### src/rtl/alu_chrom_sequencer_if.sv
// ALU input-port bundle between the chromosome sequencer (master) and the ALU
// (slave).
// Handshake: the master raises ACT together with a payload (OP, MOVI, REG_A,
// REG_B, MEM, IMM). A transfer happens on every rising CLK edge where ACT and
// ALU_RDY are both high. While ACT=1 and ALU_RDY=0 the master holds ACT and the
// whole payload stable. ALU_RDY has no meaning while ACT=0.
interface alu_chrom_sequencer_if #(
  parameter int DATA_WIDTH = 8
) ();
  logic                  ACT;
  logic [3:0]            OP;
  logic [1:0]            MOVI;
  logic [DATA_WIDTH-1:0] REG_A;
  logic [DATA_WIDTH-1:0] REG_B;
  logic [DATA_WIDTH-1:0] MEM;
  logic [DATA_WIDTH-1:0] IMM;
  logic                  ALU_RDY;

  modport master (
    output ACT, OP, MOVI, REG_A, REG_B, MEM, IMM,
    input  ALU_RDY
  );

  modport slave (
    input  ACT, OP, MOVI, REG_A, REG_B, MEM, IMM,
    output ALU_RDY
  );
endinterface

### src/rtl/alu_chrom_sequencer.sv
// alu_chrom_sequencer: issues CFG_TRANS_COUNT ALU transactions for one
// chromosome. Each transaction waits MIN..MAX idle cycles, then presents an
// opcode (restricted to CFG_OP_MASK) and operands drawn from a free-running
// 32-bit Galois LFSR (x^32+x^22+x^2+x+1).
// Optional build macro ALU_SEQ_STATS_EN adds STALL_CNT and DELAY_CNT outputs.
// state_dbg exposes the FSM state (0=IDLE 1=DELAY 2=ISSUE 3=FIN).
module alu_chrom_sequencer #(
  parameter int          DATA_WIDTH      = 8,
  parameter int          TRANS_CNT_WIDTH = 16,
  parameter int          DELAY_WIDTH     = 4,
  parameter logic [31:0] LFSR_SEED       = 32'hACE1_2012
) (
  input  logic                       CLK,
  input  logic                       RST,
  input  logic                       START,
  input  logic [TRANS_CNT_WIDTH-1:0] CFG_TRANS_COUNT,
  input  logic [DELAY_WIDTH-1:0]     CFG_DELAY_MIN,
  input  logic [DELAY_WIDTH-1:0]     CFG_DELAY_MAX,
  input  logic [15:0]                CFG_OP_MASK,
  alu_chrom_sequencer_if.master      alu,
  output logic                       BUSY,
  output logic                       DONE,
  output logic                       ERR,
  output logic [1:0]                 state_dbg,
  output logic [TRANS_CNT_WIDTH-1:0] TRANS_SENT
`ifdef ALU_SEQ_STATS_EN
  ,
  output logic [TRANS_CNT_WIDTH-1:0] STALL_CNT,
  output logic [TRANS_CNT_WIDTH-1:0] DELAY_CNT
`endif
);

  localparam logic [31:0] LFSR_TAPS = 32'h8020_0003;

  typedef enum logic [1:0] {
    S_IDLE  = 2'd0,
    S_DELAY = 2'd1,
    S_ISSUE = 2'd2,
    S_FIN   = 2'd3
  } state_t;

  state_t state;
  state_t state_nx;

  logic [31:0]                lfsr;
  logic [TRANS_CNT_WIDTH-1:0] cnt_q;
  logic [DELAY_WIDTH-1:0]     min_q;
  logic [DELAY_WIDTH-1:0]     max_q;
  logic [15:0]                mask_q;
  logic [DELAY_WIDTH-1:0]     wait_cnt;

  logic [3:0]                 op_q;
  logic [1:0]                 movi_q;
  logic [DATA_WIDTH-1:0]      reg_a_q;
  logic [DATA_WIDTH-1:0]      reg_b_q;
  logic [DATA_WIDTH-1:0]      mem_q;
  logic [DATA_WIDTH-1:0]      imm_q;

  logic                       cfg_bad;
  logic                       start_ok;
  logic                       xfer;
  logic                       last_xfer;
  logic                       capture;
  logic [TRANS_CNT_WIDTH:0]   sent_inc;
  logic [DELAY_WIDTH-1:0]     delay_start;
  logic [DELAY_WIDTH-1:0]     delay_next;

  // d = lo + (l[DELAY_WIDTH-1:0] mod (hi-lo+1)); only used when hi >= lo.
  function automatic logic [DELAY_WIDTH-1:0] draw_delay(
    input logic [DELAY_WIDTH-1:0] lo,
    input logic [DELAY_WIDTH-1:0] hi,
    input logic [31:0]            l
  );
    logic [DELAY_WIDTH:0] span;
    logic [DELAY_WIDTH:0] off;
    span = {1'b0, hi} - {1'b0, lo} + (DELAY_WIDTH+1)'(1);
    off  = {1'b0, l[DELAY_WIDTH-1:0]} % span;
    return lo + off[DELAY_WIDTH-1:0];
  endfunction

  // First enabled opcode at or above 'first', wrapping 15 -> 0.
  function automatic logic [3:0] pick_op(
    input logic [15:0] mask,
    input logic [3:0]  first
  );
    logic [3:0] idx;
    logic [3:0] op;
    logic       found;
    op    = 4'd0;
    found = 1'b0;
    for (int k = 0; k < 16; k++) begin
      idx = first + 4'(k);
      if (!found && mask[idx]) begin
        op    = idx;
        found = 1'b1;
      end
    end
    return op;
  endfunction

  // DATA_WIDTH bits of the LFSR starting at bit 'pos', wrapping past bit 31.
  function automatic logic [DATA_WIDTH-1:0] rot_slice(
    input logic [31:0] l,
    input int          pos
  );
    logic [DATA_WIDTH-1:0] s;
    logic [4:0]            idx;
    s = '0;
    for (int j = 0; j < DATA_WIDTH; j++) begin
      idx  = 5'(pos + j);
      s[j] = l[idx];
    end
    return s;
  endfunction

  assign cfg_bad     = (CFG_OP_MASK == 16'h0000) || (CFG_TRANS_COUNT == '0) ||
                       (CFG_DELAY_MAX < CFG_DELAY_MIN);
  assign start_ok    = (state == S_IDLE) && START;
  assign xfer        = (state == S_ISSUE) && alu.ALU_RDY;
  assign sent_inc    = {1'b0, TRANS_SENT} + (TRANS_CNT_WIDTH+1)'(1);
  assign last_xfer   = (sent_inc == {1'b0, cnt_q});
  assign capture     = (state == S_DELAY) && (wait_cnt == '0);
  assign delay_start = draw_delay(CFG_DELAY_MIN, CFG_DELAY_MAX, lfsr);
  assign delay_next  = draw_delay(min_q, max_q, lfsr);

  assign BUSY      = (state != S_IDLE);
  assign state_dbg = state;
  assign alu.ACT   = (state == S_ISSUE);
  assign alu.OP    = op_q;
  assign alu.MOVI  = movi_q;
  assign alu.REG_A = reg_a_q;
  assign alu.REG_B = reg_b_q;
  assign alu.MEM   = mem_q;
  assign alu.IMM   = imm_q;

  // State register.
  always_ff @(posedge CLK) begin
    if (!RST) state <= S_IDLE;
    else      state <= state_nx;
  end

  // Next-state logic.
  always_comb begin
    state_nx = state;
    case (state)
      S_IDLE:  if (START) state_nx = cfg_bad ? S_FIN : S_DELAY;
      S_DELAY: if (wait_cnt == '0) state_nx = S_ISSUE;
      S_ISSUE: if (alu.ALU_RDY) state_nx = last_xfer ? S_FIN : S_DELAY;
      S_FIN:   state_nx = S_IDLE;
      default: state_nx = S_IDLE;
    endcase
  end

  // Free-running LFSR, re-seeded by reset.
  always_ff @(posedge CLK) begin
    if (!RST)         lfsr <= LFSR_SEED;
    else if (lfsr[0]) lfsr <= (lfsr >> 1) ^ LFSR_TAPS;
    else              lfsr <= lfsr >> 1;
  end

  // Run control: config latch, delay countdown, transfer count, ERR and DONE.
  always_ff @(posedge CLK) begin
    if (!RST) begin
      cnt_q      <= '0;
      min_q      <= '0;
      max_q      <= '0;
      mask_q     <= '0;
      wait_cnt   <= '0;
      TRANS_SENT <= '0;
      ERR        <= 1'b0;
      DONE       <= 1'b0;
    end else begin
      DONE <= (state == S_FIN);
      if (start_ok) begin
        cnt_q      <= CFG_TRANS_COUNT;
        min_q      <= CFG_DELAY_MIN;
        max_q      <= CFG_DELAY_MAX;
        mask_q     <= CFG_OP_MASK;
        TRANS_SENT <= '0;
        ERR        <= cfg_bad;
        if (!cfg_bad) wait_cnt <= delay_start;
      end else if ((state == S_DELAY) && (wait_cnt != '0)) begin
        wait_cnt <= wait_cnt - DELAY_WIDTH'(1);
      end else if (xfer) begin
        if (TRANS_SENT != '1) TRANS_SENT <= sent_inc[TRANS_CNT_WIDTH-1:0];
        if (!last_xfer) wait_cnt <= delay_next;
      end
    end
  end

  // Payload capture on the last DELAY cycle; held through ISSUE.
  always_ff @(posedge CLK) begin
    if (!RST) begin
      op_q    <= '0;
      movi_q  <= '0;
      reg_a_q <= '0;
      reg_b_q <= '0;
      mem_q   <= '0;
      imm_q   <= '0;
    end else if (capture) begin
      op_q    <= pick_op(mask_q, lfsr[11:8]);
      movi_q  <= (lfsr[13:12] == 2'd3) ? 2'd0 : lfsr[13:12];
      reg_a_q <= lfsr[DATA_WIDTH+13:14];
      reg_b_q <= rot_slice(lfsr, DATA_WIDTH + 14);
      mem_q   <= rot_slice(lfsr, 2*DATA_WIDTH + 14);
      imm_q   <= rot_slice(lfsr, 3*DATA_WIDTH + 14);
    end
  end

`ifdef ALU_SEQ_STATS_EN
  // Saturating stall and delay-cycle statistics for the current run.
  always_ff @(posedge CLK) begin
    if (!RST || start_ok) begin
      STALL_CNT <= '0;
      DELAY_CNT <= '0;
    end else begin
      if ((state == S_ISSUE) && !alu.ALU_RDY && (STALL_CNT != '1))
        STALL_CNT <= STALL_CNT + TRANS_CNT_WIDTH'(1);
      if ((state == S_DELAY) && (DELAY_CNT != '1))
        DELAY_CNT <= DELAY_CNT + TRANS_CNT_WIDTH'(1);
    end
  end
`endif

endmodule

### src/flat_wrapper.sv
// flat-port wrapper written by rule: the top's interface ports become plain ports
module alu_chrom_sequencer_flat 
#(
  parameter int          DATA_WIDTH      = 8,
  parameter int          TRANS_CNT_WIDTH = 16,
  parameter int          DELAY_WIDTH     = 4,
  parameter logic [31:0] LFSR_SEED       = 32'hACE1_2012
)
  (CLK, RST, START, CFG_TRANS_COUNT, CFG_DELAY_MIN, CFG_DELAY_MAX, CFG_OP_MASK, BUSY, DONE, ERR, state_dbg, TRANS_SENT, alu_ACT, alu_OP, alu_MOVI, alu_REG_A, alu_REG_B, alu_MEM, alu_IMM, alu_ALU_RDY);
  alu_chrom_sequencer_if #(.DATA_WIDTH(DATA_WIDTH)) alu_i ();
  input  logic CLK;
  input  logic RST;
  input  logic START;
  input  logic [TRANS_CNT_WIDTH-1:0] CFG_TRANS_COUNT;
  input  logic [DELAY_WIDTH-1:0] CFG_DELAY_MIN;
  input  logic [DELAY_WIDTH-1:0] CFG_DELAY_MAX;
  input  logic [15:0] CFG_OP_MASK;
  output logic BUSY;
  output logic DONE;
  output logic ERR;
  output logic [1:0] state_dbg;
  output logic [TRANS_CNT_WIDTH-1:0] TRANS_SENT;
  output wire logic [$bits(alu_i.ACT)-1:0] alu_ACT;
  output wire logic [$bits(alu_i.OP)-1:0] alu_OP;
  output wire logic [$bits(alu_i.MOVI)-1:0] alu_MOVI;
  output wire logic [$bits(alu_i.REG_A)-1:0] alu_REG_A;
  output wire logic [$bits(alu_i.REG_B)-1:0] alu_REG_B;
  output wire logic [$bits(alu_i.MEM)-1:0] alu_MEM;
  output wire logic [$bits(alu_i.IMM)-1:0] alu_IMM;
  input wire logic [$bits(alu_i.ALU_RDY)-1:0] alu_ALU_RDY;
  assign alu_ACT = alu_i.ACT;
  assign alu_OP = alu_i.OP;
  assign alu_MOVI = alu_i.MOVI;
  assign alu_REG_A = alu_i.REG_A;
  assign alu_REG_B = alu_i.REG_B;
  assign alu_MEM = alu_i.MEM;
  assign alu_IMM = alu_i.IMM;
  assign alu_i.ALU_RDY = alu_ALU_RDY;
  alu_chrom_sequencer #(.DATA_WIDTH(DATA_WIDTH), .TRANS_CNT_WIDTH(TRANS_CNT_WIDTH), .DELAY_WIDTH(DELAY_WIDTH), .LFSR_SEED(LFSR_SEED)) u_core (.CLK(CLK), .RST(RST), .START(START), .CFG_TRANS_COUNT(CFG_TRANS_COUNT), .CFG_DELAY_MIN(CFG_DELAY_MIN), .CFG_DELAY_MAX(CFG_DELAY_MAX), .CFG_OP_MASK(CFG_OP_MASK), .alu(alu_i), .BUSY(BUSY), .DONE(DONE), .ERR(ERR), .state_dbg(state_dbg), .TRANS_SENT(TRANS_SENT));
endmodule
### config.mk
export PLATFORM = sky130hd
export DESIGN_NAME = alu_chrom_sequencer_flat
export DESIGN_NICKNAME = d
export VERILOG_FILES = /design/src/rtl/alu_chrom_sequencer_if.sv /design/src/rtl/alu_chrom_sequencer.sv /design/src/flat_wrapper.sv
export SDC_FILE = /design/constraint.sdc
export NUM_CORES = 1
export LEC_CHECK = 0
export ABC_AREA = 1
export CAP_MARGIN = 30
export CORE_MARGIN = 8
export CORE_UTILIZATION = 35
export DETAILED_ROUTE_END_ITERATION = 8
export PLACE_DENSITY_LB_ADDON = 0.25
export SKIP_LAST_GASP = 1
export SLEW_MARGIN = 10
export SYNTH_ARGS = -nofsm -noshare
export SYNTH_HDL_FRONTEND = slang
export SYNTH_SLANG_ARGS = --single-unit
export TNS_END_PERCENT = 1
### constraint.sdc
create_clock -name CLK -period 9.6 [get_ports CLK]
set_input_delay 1.92 -clock CLK [delete_from_list [all_inputs] [get_ports CLK]]
set_output_delay 1.92 -clock CLK [all_outputs]
set_load 0.03 [all_outputs]
Word level (Yosys, flattened, before mapping)
Index checks and enable logic that the tools add are counted.
W data, S select, Z words.
{"block": "classes", "n_addsub": 23, "n_div": 2, "order_cmp": 17, "n_eq_ne": 11, "n_mux": 106, "bitwise": 3, "n_reduce_logical": 47}
{"operator": "$mux W4", "count": 21}
{"operator": "$lt A4 B5 Y1 const B", "count": 16}
{"operator": "$bmux W1 S4", "count": 16}
{"operator": "$mux W1", "count": 61}
{"operator": "$add A4 B4 Y4 const B", "count": 8}
{"operator": "$logic_not A16 Y1", "count": 2}
{"operator": "$mux W32", "count": 1}
{"operator": "$logic_and A1 B1 Y1", "count": 19}
{"operator": "$add A16 B1 Y17 const B", "count": 1}
{"operator": "$eq A17 B16 Y1", "count": 1}
{"operator": "$add A4 B3 Y4 const B", "count": 4}
{"operator": "$ne A16 B16 Y1 const B", "count": 1}
{"operator": "$logic_not A1 Y1", "count": 15}
{"operator": "$mux W2", "count": 6}
{"operator": "$add A5 B1 Y5 const B", "count": 2}
{"operator": "$mod A4 B5 Y5", "count": 2}
{"operator": "$sub A4 B4 Y5", "count": 2}
{"operator": "$reduce_and A3 Y1", "count": 3}
{"operator": "$add A4 B2 Y4 const B", "count": 2}
{"operator": "$add A4 B4 Y4", "count": 2}
{"operator": "$pmux W2 S4", "count": 1}
{"operator": "$eq A2 B2 Y1 const B", "count": 3}
{"operator": "$ne A2 B2 Y1 const B", "count": 3}
{"operator": "$add A4 B1 Y4 const B", "count": 1}
{"operator": "other kinds (14)", "count": 16}
{"block": "word_totals", "regBits": 134, "input_bits": 44, "out_inout_bits": 60, "wordCells": 225}

Longest topological paths before layout
{"block": "depth", "ltp_word": 78, "mapped_depth": 45, "mapped_depth_nobuf": 45}

Least setup slack after synthesis
OpenSTA, ideal clock, no wires.
{"block": "synth_timing", "path_type": "in2reg", "from": "input port CFG_DELAY_MIN[2]", "to": "register u_core.wait_cnt[3]", "setup_time_ns": 0.117, "t_arrival_ns": 8.158, "t_required_ns": 9.483, "setup_slack_ns": 1.326, "path_stages": 38, "path_buffers": 0, "path_cell_list": "inv_1 -> ha_1 -> fa_1 -> nand3_1 -> nand2_1 -> xor2_1 -> and2_1 -> o211ai_1 -> o21ai_0 -> ha_1 -> inv_1 -> o21bai_1 -> nand2_1 -> inv_1 -> o21ai_0 -> o21ai_0 -> ha_1 -> nand2_1 -> [... 2 more ...] -> nand2_1 -> o21ai_0 -> ha_1 -> nand2_1 -> o21ai_0 -> a211oi_1 -> inv_1 -> a21oi_1 -> mux2_2 -> ha_1 -> nand3_1 -> nand2_1 -> xor2_1 -> nand2_1 -> nand2_1 -> nor2_1 -> nor2_1 -> a21oi_1"}
{"block": "synth_via", "elab_chain_cells": 6, "word_cells_on_any_way": 10, "cone_classes": "add/sub (3); div (1); order compare (1); eq/ne (1); mux (2); reduce/logical (2)"}
{"element": "from (decl)", "line": "flat_wrapper.sv:15", "rtl": "input logic [DELAY_WIDTH-1:0] CFG_DELAY_MIN;"}
{"element": "$sub A4 B4 Y5", "line": "alu_chrom_sequencer.sv:76", "rtl": "span = {1'b0, hi} - {1'b0, lo} + (DELAY_WIDTH+1)'(1);"}
{"element": "$add A5 B1 Y5", "line": "alu_chrom_sequencer.sv:76"}
{"element": "$mod A4 B5 Y5", "line": "alu_chrom_sequencer.sv:77", "rtl": "off = {1'b0, l[DELAY_WIDTH-1:0]} % span;"}
{"element": "$add A4 B4 Y4", "line": "alu_chrom_sequencer.sv:78", "rtl": "return lo + off[DELAY_WIDTH-1:0];"}
{"element": "$mux W4", "line": "alu_chrom_sequencer.sv:181", "rtl": "if (!cfg_bad) wait_cnt <= delay_start;"}
{"element": "$mux W4", "line": "alu_chrom_sequencer.sv:174", "rtl": "if (start_ok) begin"}
{"element": "to (signal assigned)", "line": "alu_chrom_sequencer.sv:181"}
{"element": "to (signal assigned)", "line": "alu_chrom_sequencer.sv:183", "rtl": "wait_cnt <= wait_cnt - DELAY_WIDTH'(1);"}
{"element": "to (signal assigned)", "line": "alu_chrom_sequencer.sv:186", "rtl": "if (!last_xfer) wait_cnt <= delay_next;"}
{"element": "to (decl)", "line": "alu_chrom_sequencer.sv:50", "rtl": "logic [DELAY_WIDTH-1:0] wait_cnt;"}
Parallel ways exist; a longest one is shown, timed or not. The select of a mux whose other input is x is not followed.
A chain may end at the register's enable or synchronous reset.

Worst setup path in the final report
{"block": "layout_timing", "from": "input port CFG_DELAY_MIN[1]", "to": "register u_core.wait_cnt[3]"}
The elaborated chain is that of the path after synthesis.

==> metrics list <==
- The flow ran to the end, and the final reports show no timing, DRC or antenna violations.
- Summing all multi-input logic gate instances after layout gives 5240 µm².
- During I/O placement, the number of pins put on the boundary was 104.
* Unrepaired setup endpoints after global routing: false
- By instance count, the cell type seen most on the critical path is nand2_1.
- Overall power consumption after layout is estimated at 2.87 mW.
* Max Clock Freq: 113 MHz
- Tightest hold margin: 424 ps
- For this configuration, the core starts out at a cell density of 35.5%.
* Placed wire-length estimate after detailed placement: 18,500 µm
- Count of mapped cells out of synthesis: 1,260
- After synthesis, flip-flops and latches occupy 31.3% of the total area.
* Yosys top cell area share: 31.3%
- Summed over all cells, the static leakage comes to 4.92 nW.
- Setup violations remaining at the end of the flow were counted as 0.
- Yosys printed 0 warnings.
* Instance area at placement: 9940 µm²
- Remaining routing DRC violations: 0
- Of all nets on the critical path, the largest fanout is 7.
- Via count of the first global-routing pass: 8,198
* Average via count per standard cell: 4.88
* Data arrival time at the worst-slack endpoint: 9150 ps
- The worst setup path is captured at a flip-flop.
- Setup slack on the critical path of the routed design comes to 761 ps.
* CP max stage cell: clkdlybuf4s50_1
* Top routing layer used: met4
- The synthesized design contains 0 enable-type register cells.
* Total non-filler cell area in the finished layout: 10,600 µm²
- Synth async-reset ratio: 0%
- Across every metal layer, demand over resource in global routing totals 16.6%.
- Final cycle utilization of the critical path: 92.1%
- Length of routed met3 wiring: 697 µm
* Wire length of the first global-routing pass: 41,500 µm
- Count of instances resized after the clock tree is built: 0
- Height of the die: 173 µm
- At the pin with the least slew margin, the transition time is 772 ps.
* Fillers: 2,508
- The library cell used most frequently in the layout, excluding fill and tap cells, is nand2_1.
* Wire length per cell after detailed routing: 14.5 µm
- Min-Delay Path Class: flip-flop to flip-flop
- Before antenna repair, the detailed router went through 6 iterations.
* Pins over their slew limit: 0
* Pin count of the biggest net entering global routing: 55
- Unique masters post-synth: 45
* Die area: 29,800 µm²
- The cell area that synthesis handed to floorplanning was 8580 µm².
- Antenna Violating Nets Remaining: 0
- Startpoint Class: input port
- Routability congestion estimate: 0.869
- After clock tree synthesis, the setup repair step added 0 buffers.
- Area growth from synthesis to layout: 23.1%
- CTS buffer count: 17
- The final number of hold-violating endpoints is 0.
- Synthesis inferred 134 register bits.
- From left edge to right edge, the die measures 173 µm.
* Cell at the root of the clock tree: clkbuf_16
- Largest vdd supply drop: 0.000161 V
- Across the whole layout, storage elements account for 2680 µm².
- In this run the tool buffered the top-level ports with 103 buffer cells.
- After floorplanning, the core was sized to cover 24,200 µm².
* Top post-synthesis cells by area: dfxtp_1 31%, nand2_1 11%, ha_1 9.0%, nor2_1 7.5%, o21ai_0 7.1%
- Number of rows in the core area: 57
* Critical Path RT: 9910 ps
* Final nets: 1,464
* Number of vias after detailed routing: 8,248
- In the layout the commonest cells are 243 x nand2_1, 170 x nor2_1, 134 x dfxtp_1.
* DRT met1 WL: 11,200 µm
- After the first detailed-routing iteration, the DRC count stood at 420.
- Number of antenna violations at the first check in global routing: 1
* Routed met2 length: 12,200 µm
- Worst path buffer plus inverter count: 7
* Total detailed-routing wirelength: 24,500 µm
* Placement-stage worst setup slack: -127 ps
- Clock-pin slew of the registers on the worst-case setup and hold paths: 70 ps
- For the finished layout, the period the worst path requires is 8840 ps.
- Adding up every negative setup slack in the final design gives 0 ps.
- Clock tree from TritonCTS: yes
* Remaining global-route overflow: 0
* Maximum buffer depth of the clock tree: 2
- The clock tree synthesis step divided the H-tree into 4 levels.
- Top cell type by total area after synthesis: dfxtp_1
- For this design, the sink count on the clock tree is 134.
- Cells with a size suffix above 1 make up 6.60% of the layout.
* Syn avg cell area: 6.81 µm²
* Post-synth top flop: dfxtp_1
* Crit path largest cell delay: 570 ps
- Total power density per cell area: 272 nW/µm²
- Clock skew on the completed layout was measured at 13.2 ps.
- Clock latency on the worst-skew pair: 420 ps
* Worst slew margin relative to its limit: 48.5%
- Critical Setup Path Class: input port to flip-flop
* Worst path top cell family by delay: compound AO/OA/AOI/OAI gates
- Max Cap Violations: 0
* Hold-fix buffers at CTS: 0
==> kinds of logic (layout without fill, tap and decap cells) <==
kind of cell	Yosys count	in the layout	synth area share [%]
DFF	134	134	31.3
adders and majority gates	69	69	10.7
other	1	3	0.0437
AOI/OAI and AO/OA	219	219	13.9
buffers and inverters	178	281	8.00
xor gates and xnor gates	44	44	4.49
muxes	1	1	0.131
and+or+nand+nor	614	614	31.5
==> cell type report <==
cell class                 count  share of cell area [%]
sequential                   134                    25.4
inverter                     137                    4.87
timing repair buffer         112                    10.5
antenna                        1                  0.0237
clock inverter                14                    1.59
tap                          324                    3.84
clock buffer                  18                    4.16
multi-input combinational    949                    49.6
==> registers in the layout (all words and copies together), names as in the netlist <==
register,count
u_core.DONE,1
u_core.ERR,1
u_core.TRANS_SENT,16
u_core.alu.IMM,8
u_core.alu.MEM,8
u_core.alu.MOVI,2
u_core.alu.OP,4
u_core.alu.REG_A,8
u_core.alu.REG_B,8
u_core.cnt_q,16
u_core.lfsr,32
u_core.mask_q,16
u_core.max_q,4
u_core.min_q,4
u_core.state_dbg,2
u_core.wait_cnt,4
==> through the flow <==
stage / utilization, % / cells
global route: 43.7 / 1689
CTS: 43.6 / 1688
global placement: 41.0 / 1655
detailed placement: 41.1 / 1656
finish: 43.7 / 1689
floorplan: - / 1261
==> power by group <==
part	leakage [nW]	switching, mW	total (mW)	internal [mW]
registers	1.10	0.0673	0.716	0.649
logic	3.53	0.906	1.48	0.577
clock network	0.292	0.274	0.672	0.398
total	4.92	1.25	2.87	1.62
==> metal layers <==
layer  up-vias  track usage (%)
li1       4336                -
met1      3766             20.1
met2       126             29.6
met3        20             2.59
met4         0             5.40
met5         -                0
==> tightest hold or removal path: cells and delay by family (launching register included) <==
| family | cells | cell delay [ps] |
|---|---|---|
| buf+inv | 1 | 30 |
| flops | 1 | 310 |
| simple gates | 1 | 50 |
==> worst paths after layout <==
check	from	endpoint	slack [ps]	cells past startpoint
setup / recovery	CFG_DELAY_MIN[1]	u_core.wait_cnt[3]$_SDFFE_PN0P_	760	42
hold / removal	u_core.lfsr[16]$_SDFF_PN1_	u_core.lfsr[15]$_SDFF_PN0_	420	2
setup reg to reg	u_core.min_q[1]$_SDFFE_PN0P_	u_core.wait_cnt[3]$_SDFFE_PN0P_	2020	39
hold reg to reg	u_core.lfsr[16]$_SDFF_PN1_	u_core.lfsr[15]$_SDFF_PN0_	420	2
==> cells in the mapped netlist, types with 6 or more instances <==
cell type,n
nand2_1,243
nor2_1,171
dfxtp_1,134
inv_1,130
o21ai_0,122
nand3_1,120
a21oi_1,64
ha_1,62
xor2_1,32
clkbuf_1,29
nand4_1,19
nor3_1,13
or2_2,13
xnor2_1,12
nand2_2,9
nor4_1,9
fa_1,7
buf_2,6
Power figures use the tool's default switching activity.
